[config.mk]
export PLATFORM = sky130hd
export DESIGN_NAME = setting_reg_bank_atomic
export DESIGN_NICKNAME = d
export VERILOG_FILES = /design/src/rtl/setting_reg_bank_atomic.sv
export SDC_FILE = /design/constraint.sdc
export NUM_CORES = 1
export LEC_CHECK = 0
export BUFFER_PORTS_ARGS = -buffer_cell sky130_fd_sc_hd__buf_2
export CAP_MARGIN = 30
export CORE_MARGIN = 2
export CORE_UTILIZATION = 59
export CTS_CLUSTER_DIAMETER = 30
export CTS_CLUSTER_SIZE = 10
export DETAILED_ROUTE_END_ITERATION = 10
export PLACE_DENSITY_LB_ADDON = 0.2
export SYNTH_ARGS = -nofsm -noshare
export SYNTH_HDL_FRONTEND = slang
export SYNTH_SLANG_ARGS = --single-unit
[constraint.sdc]
create_clock -name clk -period 2.9 [get_ports clk]
set_input_delay 0.145 -clock clk [delete_from_list [all_inputs] [get_ports clk]]
set_output_delay 0.145 -clock clk [all_outputs]
set_load 0.02 [all_outputs]
[src/rtl/setting_reg_bank_atomic.sv]
// Settings-bus shadow register bank: individual shadow writes, atomic copy to
// the outputs on a commit write, with commits deferrable by commit_hold.
module setting_reg_bank_atomic #(
    parameter int                AWIDTH    = 8,
    parameter int                DWIDTH    = 32,
    parameter int                BASE      = 0,
    parameter int                NREGS     = 4,
    parameter logic [DWIDTH-1:0] RESET_VAL = '0
) (
    input  logic                    clk,
    input  logic                    rst_n,
    input  logic                    set_stb,
    input  logic [AWIDTH-1:0]       set_addr,
    input  logic [DWIDTH-1:0]       set_data,
    input  logic                    commit_hold,
    output logic [NREGS*DWIDTH-1:0] out_data,
    output logic                    out_changed,
    output logic [NREGS-1:0]        dirty,
    output logic                    commit_pending,
    output logic [15:0]             commit_count
);

    localparam logic [AWIDTH-1:0] COMMIT_ADDR = AWIDTH'(BASE + NREGS);

    logic [NREGS*DWIDTH-1:0] shadow_q;
    logic [NREGS-1:0]        wr_mask;
    logic                    commit_req;
    logic                    apply;

    always_comb begin
        wr_mask = '0;
        for (int i = 0; i < NREGS; i++) begin
            if (set_stb && (set_addr == AWIDTH'(BASE + i))) begin
                wr_mask[i] = 1'b1;
            end
        end
    end

    assign commit_req = set_stb && (set_addr == COMMIT_ADDR);
    // A fresh request and a deferred one coincide into a single apply.
    assign apply      = !commit_hold && (commit_req || commit_pending);

    always_ff @(posedge clk or negedge rst_n) begin
        if (!rst_n) begin
            shadow_q <= {NREGS{RESET_VAL}};
        end else begin
            for (int i = 0; i < NREGS; i++) begin
                if (wr_mask[i]) begin
                    shadow_q[i*DWIDTH +: DWIDTH] <= set_data;
                end
            end
        end
    end

    // Snapshot uses the pre-write shadow; a same-edge write stays dirty.
    always_ff @(posedge clk or negedge rst_n) begin
        if (!rst_n) begin
            out_data       <= {NREGS{RESET_VAL}};
            out_changed    <= 1'b0;
            dirty          <= '0;
            commit_pending <= 1'b0;
            commit_count   <= '0;
        end else begin
            out_changed <= apply;
            if (apply) begin
                out_data       <= shadow_q;
                dirty          <= wr_mask;
                commit_pending <= 1'b0;
                commit_count   <= commit_count + 16'd1;
            end else begin
                dirty <= dirty | wr_mask;
                if (commit_req) begin
                    commit_pending <= 1'b1;
                end
            end
        end
    end

endmodule
==> results.tsv, run 1 <==
metric	value	unit
core-area	17360	um^2
grt_max_degree	107	
worstReg2RegEnd	out_data[85]	
n_antenna_cell	0	
synth_top_family_by_area	simple AND/OR/NAND/NOR gates	
dr_wl_met3	1.525	mm
cts_root_buf	clkbuf_16	
hold_end	commit_pending	
port_buffers	193	
wirelength	24.71	mm
num_vias	7427	
drv_slew	0	
yosysSeqAreaShare	0.6609	
cts_tree	yes	
drtAntennaViolNets	0	
fmax	0.5316	GHz
hold_viol	0	
clkLatencyLatePin	0.53	ns
crit_type	reg2reg	
synth_cell_types	30	
skew	0.009687	ns
cts_resized	0	
cts-buffers-inserted	46	
required	3.31	ns
crit_family	buffers and inverters	
drive_gt1_frac	0.3522	
avgSynthCellArea	11.68	um^2
post-cts-setup-buffers	0	
final_util	0.7903	
slowest_stage	a41oi_4	
worst_pin_slew	0.5960	ns
h-tree-depth	2	
synth-edff-count	0	
max_cap_viol_count	0	
power_density	727.6	nW/um^2
synth_nets	946	
worstSetupStartpointType	flip-flop	
dieHeight	137.6	um
path_common_cell	nand2_1	
final_cell_mix	nand2_1, dfrtp_1, buf_2	
synth_fa_ha_area_frac	0.001189	
cts.sinks	278	
ys_warn_count	0	
wl_per_cell	17.54	um
register_area	6957	um^2
final_common_cell	nand2_1	
die_area	18930	um^2
wl_met2	12.51	mm
grt.total_usage	0.2706	
timing.slew.headroom	0.6026	
fp-row-count	48	
fin_crit_sh	0.6487	
dp_hpwl	13.97	mm
place_ws	0.8056	ns
antenna_found_initial	0	
slowest_delay	0.46	ns
fin_nets	1193	
path_buf_inv	2	
cts_max_path_buffers	3	
yosys.area_share.simple	0.1620	
place_congestion	0.7591	
synthXorXnorAreaFrac	0.01248	
fin_area	13720	um^2
synthCells	901	
multiInputGateArea	3344	um^2
crit_cells	6	
wl_met1	10.23	mm
crit_start	commit_pending	
rr_worst_depth	6	
synth_compound_area_frac	0.004636	
async_flop_share	1.000	
dr.pass1.iters	5	
syn2layout_area_growth	30.31	%
initial_utilization	0.6065	
finalSetupViolations	0	
fillers	1047	
synth_area	10530	um^2
grt_setup_unrepaired	false	
drc_errors	0	
die_x	137.6	um
ys.flop_type	dfrtp_1	
clkTransAtPathRegs	0.05	ns
placed_cell_area	11730	um^2
grt_overflow	0	
muxShareOfSynthArea	0.1369	
fin_setup_tns	0	ns
whs_path_depth	4	
worstHoldPathType	in2reg	
drtIter0Drc	391	
crit_arrival	2.29	ns
irDropWorstVdd	0.5612	mV
synth-seq-cells	278	
status	finished, final reports clean	
leakagePower	0.007879	uW
num_io_pins	194	
grt_pass1_wl	39.43	mm
grt_pass1_vias	7669	
top_layer	met4	
reg2reg_slack	1.02	ns
reg2reg_from	commit_pending	
min-delay-start	set_addr[6]	
finalWorstSetupSlack	1.019	ns
dpl.cell_count	1291	
critPathCaptureType	flip-flop	
finalCriticalPeriod	1.881	ns
instances_no_fill	1409	
crit_fanout	70	
worstPathCellList	nor2b_1 -> a41oi_4 -> inv_4 -> buf_12 -> nand2_1 -> nand2_1	
vias_per_cell	5.271	
## metal layers
metal,up-vias,global-route usage
met5,-,0
met4,0,0.08820
met3,45,0.05776
met2,245,0.4458
met1,3734,0.3624
li1,3403,-
## cells in the mapped netlist, types with 3 or more instances
library cell	number	area [um^2]
buf_6	3	33.78
mux2_2	124	1396
nor4_1	3	18.77
dfrtp_1	278	6957
nand2_1	399	1498
nor3_1	4	20.02
nand4_1	4	25.02
clkbuf_1	12	45.04
nor2_1	3	11.26
nand3_1	4	20.02
xor2_1	7	61.31
inv_1	5	18.77
xnor2_1	8	70.07
buf_2	25	125.1
mux2_1	4	45.04
## power breakdown
part           internal, uW  switching [uW]  leakage [uW]
Combinational           143             179       0.00323
Clock                  3770            1840      0.000808
Sequential             3990            56.5       0.00384
Total                  7900            2080       0.00788
## layout make-up
cell class	instances	share of cell area
clock buffers	61	0.09760
clock inverters	23	0.02235
inverters	6	0.001824
multi-input cells	576	0.2438
flip-flops and latches	278	0.5072
well taps	225	0.02052
repair buffers	240	0.1067
## kinds of logic after synthesis
kind of cell,count (synthesis)
mux,128
simple gates,428
compound gates,4
flops,278
buf+inv,47
xor+xnor,15
fa+ha+maj,1
## flip-flops by register name, summed over array words and instances (netlist names)
register,cells
commit_pending,1
out_changed,1
shadow_q,128
dirty,4
commit_count,16
out_data,128
## per-stage QoR
stage	total power [uW]	hold slack (ns)
after floorplan	4204	-0.1506
after global placement	4375	0.1522
after detailed placement	4390	0.1549
after CTS	10060	0.02277
after global routing	10280	0.05616
final	9981	0.03637
## what timing repair did
item | in CTS | in global routing
endpoints found under the setup margin | 0 | 0
hold buffers | 34 | 0
hold endpoints to repair | 201 | 0
## worst min-delay path, cell delays in order
cell,delay (ns)
buf_2,0.10
nor4_4,0.05
a31oi_1,0.17
nor2_1,0.05
## worst max-delay path by stage
stage | end | slack, ns
after global placement | shadow_q[16] | 0.83
after global routing | out_data[87] | 0.92
after floorplan | shadow_q[13] | 1.23
after CTS | out_data[87] | 1.05
final | out_data[85] | 1.02
after detailed placement | shadow_q[17] | 0.81
(Power assumes the default switching activity.)
==> run 2: changes to the inputs <==
Settings changed: ABC_AREA from default to 1, CORE_UTILIZATION 59 to 50.
Clock period 2.9 ns to 1.7 ns, I/O delays scaled along.
==> run 2 against run 1 <==
Against the previous run: clock power grew 87%; power is 80% higher; hold slack better by 0.059 ns; register-to-register slack worse by 0.74 ns; global-route usage fell by 3.2 points; critical endpoint is now commit_count[15]; largest cell class unchanged; largest power group unchanged; highest routed layer unchanged.
==> results.tsv, run 2 <==
metric	value	unit	change
synthCells	1171		+30%
wl_per_cell	14.92	um	-15%
power_density	1269	nW/um^2	+74%
worstSetupStartpointType	flip-flop		
clkLatencyLatePin	0.54	ns	about the same
crit_arrival	1.85	ns	-0.44 ns
n_antenna_cell	0		unchanged
die_area	22450	um^2	+19%
synth_area	10630	um^2	+1.0%
crit_start	commit_count[5]		
num_io_pins	194		unchanged
port_buffers	193		unchanged
hold_viol	0		unchanged
cts-buffers-inserted	52		+13%
crit_type	reg2reg		
ys_warn_count	0		unchanged
endpoint	commit_count[15]		
drive_gt1_frac	0.2149		-0.1373
finalCriticalPeriod	1.424	ns	-0.4570 ns
rr_worst_depth	7		+1
irDropWorstVdd	0.7081	mV	+26%
synth-seq-cells	278		unchanged
dr.pass1.iters	5		unchanged
fp-row-count	53		+10%
reg_top3	out_data: 128 flops, shadow_q: 128 flops, commit_count: 16 flops		
die_x	149.8	um	+8.9%
h-tree-depth	2		unchanged
async_flop_share	1.000		unchanged
dp_hpwl	15.76	mm	+13%
ys.flop_type	dfrtp_1		
fin_crit_sh	0.8378		+0.1891
final_cell_mix	nand2_1, dfrtp_1, buf_2		
worstReg2RegEnd	commit_count[15]		
worstPathCellList	nand2_1 -> nor2_1 -> nand2_1 -> o21ai_0 -> nand2_1 -> nand2_1 -> nand2_1		
grt_use_met2	0.3813		-0.06455
cts.sinks	278		unchanged
slowest_delay	0.45	ns	about the same
avgSynthCellArea	9.079	um^2	-22%
wirelength	25.91	mm	+4.9%
skew	0.01479	ns	+0.005107 ns
num_vias	8511		+15%
worst_pin_slew	0.5074	ns	-0.08860 ns
grt_overflow	0		unchanged
grt_max_degree	79		-26%
synthTopCellsByCount	nand2_1, dfrtp_1, o21ai_0, inv_1, buf_2		
synth-edff-count	0		unchanged
final_common_cell	nand2_1		
synth_nets	1216		+29%
grt_pass1_vias	8451		+10%
critPathCaptureType	flip-flop		
required	2.12	ns	-1.19 ns
path_buf_inv	0		-2
syn2layout_area_growth	33.29	%	
path_common_cell	nand2_1		
drv_slew	0		unchanged
cts_max_path_buffers	3		unchanged
antenna_found_initial	0		unchanged
cts_resized	0		unchanged
max_cap_viol_count	0		unchanged
core-area	20960	um^2	+21%
crit_fanout	6		-91%
synth_top_area_cell	dfrtp_1		
place_ws	0.1899	ns	-0.6157 ns
leakagePower	0.007967	uW	+1.1%
initial_utilization	0.5073		-0.09913
power	17980	uW	+80%
grt_setup_unrepaired	false		
timing.slew.headroom	0.6617		+0.05906
yosysSeqAreaShare	0.6543		-0.006533
finalSetupViolations	0		unchanged
crit_family	simple AND/OR/NAND/NOR gates		
yosysMostFrequentCell	nand2_1		
crit_cells	7		+1
grt.total_usage	0.2389		-0.03169
cts_root_buf	clkbuf_16		
clkTransAtPathRegs	0.05	ns	about the same
drc_errors	0		unchanged
use_met3	0.04726		-0.01051
synth_cell_types	17		-43%
grt.busiest_layer	met2		
dieHeight	149.8	um	+8.9%
fmax	0.7021	GHz	+32%
post-cts-setup-buffers	0		unchanged
fillers	1707		+63%
finalWorstSetupSlack	0.2758	ns	-0.7430 ns
cts_tree	yes		
fin_nets	1464		+23%
use_met1	0.3335		-0.02887
fin_setup_tns	0	ns	unchanged
status	finished, final reports clean		
reg2reg_slack	0.28	ns	-0.74 ns
drtIter0Drc	512		+31%
synth_top_area_frac	0.6543		-0.006533
ys_top_cells_by_area	dfrtp_1, nand2_1, o21ai_0, inv_1, buf_2		
drtAntennaViolNets	0		unchanged
worstHoldPathType	in2async		
reg2reg_from	commit_count[5]		
vias_per_cell	4.903		-7.0%
slowest_stage	dfrtp_1		
grt_pass1_wl	42.84	mm	+8.6%
place_congestion	0.7959		+4.8%
run 2: changes by cell type after synthesis, moves of 3 or more:
cell / delta
mux2_2: -124
clkbuf_1: +12
mux2_1: -4
nor3_1: -3
xnor2_1: -6
inv_1: +44
nor2_1: +21
buf_6: +3
nor4_1: -3
o21ai_0: +130
nand2_1: +204
nand3_1: +8
run 2: how the worst min path moves through the flow:
stage                      startpoint         endpoint  slack, ns  depth (start not counted)
final                           rst_n  commit_count[5]        0.1                          2
after global routing      set_addr[2]         dirty[1]       0.13                          5
after global placement          rst_n  commit_count[5]       0.06                          1
after CTS                 set_addr[2]         dirty[1]       0.08                          5
after detailed placement        rst_n  commit_count[6]       0.06                          1
after floorplan                 rst_n  commit_count[0]      -0.21                          0
run 2: cell type report:
| type | instances | area [um^2] | area share |
|---|---|---|---|
| sequential | 278 | 6957 | 0.4909 |
| multi-input combinational | 785 | 3222 | 0.2274 |
| timing repair buffer | 253 | 1624 | 0.1146 |
| clock buffer | 68 | 1474 | 0.1040 |
| clock inverter | 28 | 366.6 | 0.02587 |
| tap | 275 | 344.1 | 0.02428 |
| inverter | 49 | 183.9 | 0.01298 |
run 2: through the flow:
step,util,instance area (um^2),std cells,hold WS (ns)
after global routing,0.6763,14170,1736,0.1285
after detailed placement,0.5722,11990,1606,0.06342
after CTS,0.6763,14170,1736,0.07888
final,0.6763,14170,1736,0.09519
after floorplan,-,10630,1171,-0.2106
after global placement,0.5722,11990,1606,0.05997
run 2: worst reg2reg max path, cell delays in order, from the launching register on:
cell	delay, ns
dfrtp_1	0.45
nand2_1	0.11
nor2_1	0.19
nand2_1	0.16
o21ai_0	0.22
nand2_1	0.08
nand2_1	0.06
nand2_1	0.05
run 2: where the power goes:
group	internal [uW]	switching, uW	total, uW
clock network	7160	3370	10500
logic	208	342	551
registers	6800	97.0	6900
run 2: what timing repair did:
action,CTS,global route
endpoints found under the setup margin,0,0
hold endpoints to repair,407,0
hold buffers,34,0
run 2: per-layer routing:
metal,up-vias,share of wire
li1,4137,-
met1,4085,0.45
met2,252,0.48
met3,37,0.052
met4,0,0.018
met5,-,0
run 2: cell families (layout without fill, tap and decap cells):
| family | Yosys count | count (layout) | synth area share |
|---|---|---|---|
| compound gates | 131 | 131 | 0.06167 |
| fa+ha+maj | 1 | 1 | 0.001177 |
| buf+inv | 108 | 398 | 0.04555 |
| simple gates | 646 | 646 | 0.2315 |
| xor+xnor | 7 | 7 | 0.005767 |
| flops | 278 | 278 | 0.6543 |
==> run 3: changes to the inputs <==
Settings changed: ABC_AREA 1 to 0, CORE_UTILIZATION 50 to 55.
Clock period 1.7 ns to 1.4 ns, I/O delays scaled along.
==> run 3 against run 2 <==
Against the previous run: the run now ends with setup timing left; clock-buffer cell count shrank 10; clock power up 14%; critical path depth is 1 lower; sequential share of layout area is 2.8 points lower; global-route usage up 2.8 points; hold slack got worse by 0.048 ns; die area is 9.7% lower; first-iteration DRC count down 19%; utilization up 13 points; final cell count shrank 15%; maximum frequency is 8.7% lower; combinational power rose by 30%.
==> results.tsv, run 3 (synthesized netlist as in run 1, its figures left out) <==
metric	value	unit	change
skew	0.01905	ns	+0.004255 ns
drc_errors	0		unchanged
die_area	20260	um^2	-9.7%
cts-buffers-inserted	47		-9.6%
vias_per_cell	5.285		+7.8%
finalCriticalPeriod	1.560	ns	+0.1354 ns
place_ws	-0.3281	ns	-0.5180 ns
worstHoldPathType	in2async		
fp-row-count	50		-5.7%
n_antenna_cell	0		unchanged
syn2layout_area_growth	42.86	%	
wl_per_cell	19.15	um	+28%
h-tree-depth	2		unchanged
grt_setup_unrepaired	true		
grt_pass1_wl	42.06	mm	-1.8%
finalWorstSetupSlack	-0.1596	ns	-0.4354 ns
clkTransAtPathRegs	0.05	ns	about the same
use_met1	0.3545		+0.02096
dieHeight	142.3	um	-5.0%
hold_viol	0		unchanged
cts_tree	yes		
clkLatencyLatePin	0.53	ns	about the same
wirelength	28.19	mm	+8.8%
finalSetupViolations	142		+142
grt_use_met2	0.4511		+0.06978
fmax	0.6412	GHz	-8.7%
core-area	18770	um^2	-10%
die_x	142.3	um	-5.0%
crit_fanout	7		+1
drtAntennaViolNets	0		unchanged
slowest_delay	0.35	ns	-0.10 ns
dr.pass1.iters	5		unchanged
leakagePower	0.008469	uW	+6.3%
dp_hpwl	14.96	mm	-5.1%
critPathCaptureType	flip-flop		
antenna_found_initial	0		unchanged
path_buf_inv	2		+2
slowest_stage	dfrtp_2		
fillers	1066		-38%
crit_family	simple AND/OR/NAND/NOR gates		
crit_arrival	1.99	ns	+0.14 ns
required	1.83	ns	-0.29 ns
crit_type	reg2reg		
fin_crit_sh	1.114		+0.2762
num_io_pins	194		unchanged
cts.sinks	278		unchanged
final_cell_mix	nand2_1, dfrtp_1, buf_2		
initial_utilization	0.5609		+0.05352
grt_overflow	0		unchanged
worstSetupStartpointType	flip-flop		
drtIter0Drc	416		-19%
grt_pass1_vias	8155		-3.5%
cts_root_buf	clkbuf_16		
reg_top3	out_data: 128 flops, shadow_q: 128 flops, commit_count: 16 flops		
timing.slew.headroom	0.7136		+0.05190
violations	setup timing		
grt.total_usage	0.2667		+0.02785
grt.busiest_layer	met2		
drive_gt1_frac	0.4677		+0.2528
port_buffers	193		unchanged
worst_pin_slew	0.4296	ns	-0.07785 ns
use_met3	0.04812		+0.0008596
drv_slew	0		unchanged
power_density	1405	nW/um^2	+11%
final_util	0.8013		+0.1250
status	finished, violations left		
fin_nets	1247		-15%
worstPathCellList	nor2b_4 -> a41oi_4 -> buf_6 -> clkbuf_16 -> nor4_2 -> xnor2_1		
place_congestion	0.8008		+0.62%
grt_max_degree	54		-32%
cts_max_path_buffers	3		unchanged
fin_setup_tns	-7.355	ns	-7.355 ns
max_cap_viol_count	0		unchanged
irDropWorstVdd	0.9856	mV	+39%
final_common_cell	nand2_1		
num_vias	7780		-8.6%
power	21140	uW	+18%
[run 3: final timing paths]
path | start | endpoint | slack [ns] | cells past startpoint
setup / recovery | commit_pending | commit_count[14] | -0.16 | 6
hold / removal | rst_n | out_changed | 0.05 | 2
setup reg to reg | commit_pending | commit_count[14] | -0.16 | 6
hold reg to reg | shadow_q[8] | out_data[8] | 0.46 | 2
max in group asynchronous | rst_n | out_data[124] | 0.68 | 3
min in group clk | set_addr[0] | commit_pending | 0.05 | 5
[run 3: stage by stage]
stage               area, um^2  hold WS (ns)  std cells
detailed placement       12180       0.01104       1337
global placement         12180       0.01270       1337
CTS                      14500       0.02546       1464
global route             15040       0.06500       1472
finish                   15040       0.04698       1472
floorplan                10730       -0.2256        901
[run 3: cell type report]
cell class | instances | area (um^2) | share of cell area
Timing Repair Buffer | 293 | 2346 | 0.1560
Tap cell | 234 | 292.8 | 0.01947
Inverter | 6 | 25.02 | 0.001664
Multi-Input combinational cell | 576 | 3751 | 0.2494
Clock inverter | 27 | 385.4 | 0.02563
Sequential cell | 278 | 6958 | 0.4627
Clock buffer | 58 | 1280 | 0.08512
[run 3: report_power, final]
| part | leakage [uW] | internal, uW | total (uW) | switching [uW] |
|---|---|---|---|---|
| Sequential | 0.00384 | 8260 | 8400 | 138 |
| Clock | 0.000799 | 8130 | 12000 | 3890 |
| Combinational | 0.00383 | 327 | 718 | 391 |
| Total | 0.00847 | 16700 | 21100 | 4420 |
[run 3: timing repair]
item	4_1_cts	5_1_grt
resized for setup	56	101
setup endpoints to repair	128	147
pin swaps	13	44
hold endpoints to repair	407	0
gates cloned	5	9
setup buffers	4	1
hold buffers	34	0
[run 3: per-layer routing]
metal  part of all wire  up-vias
met4              0.019        0
met2               0.51      248
li1                   -     3535
met5                  0        -
met3              0.050       43
met1               0.42     3954
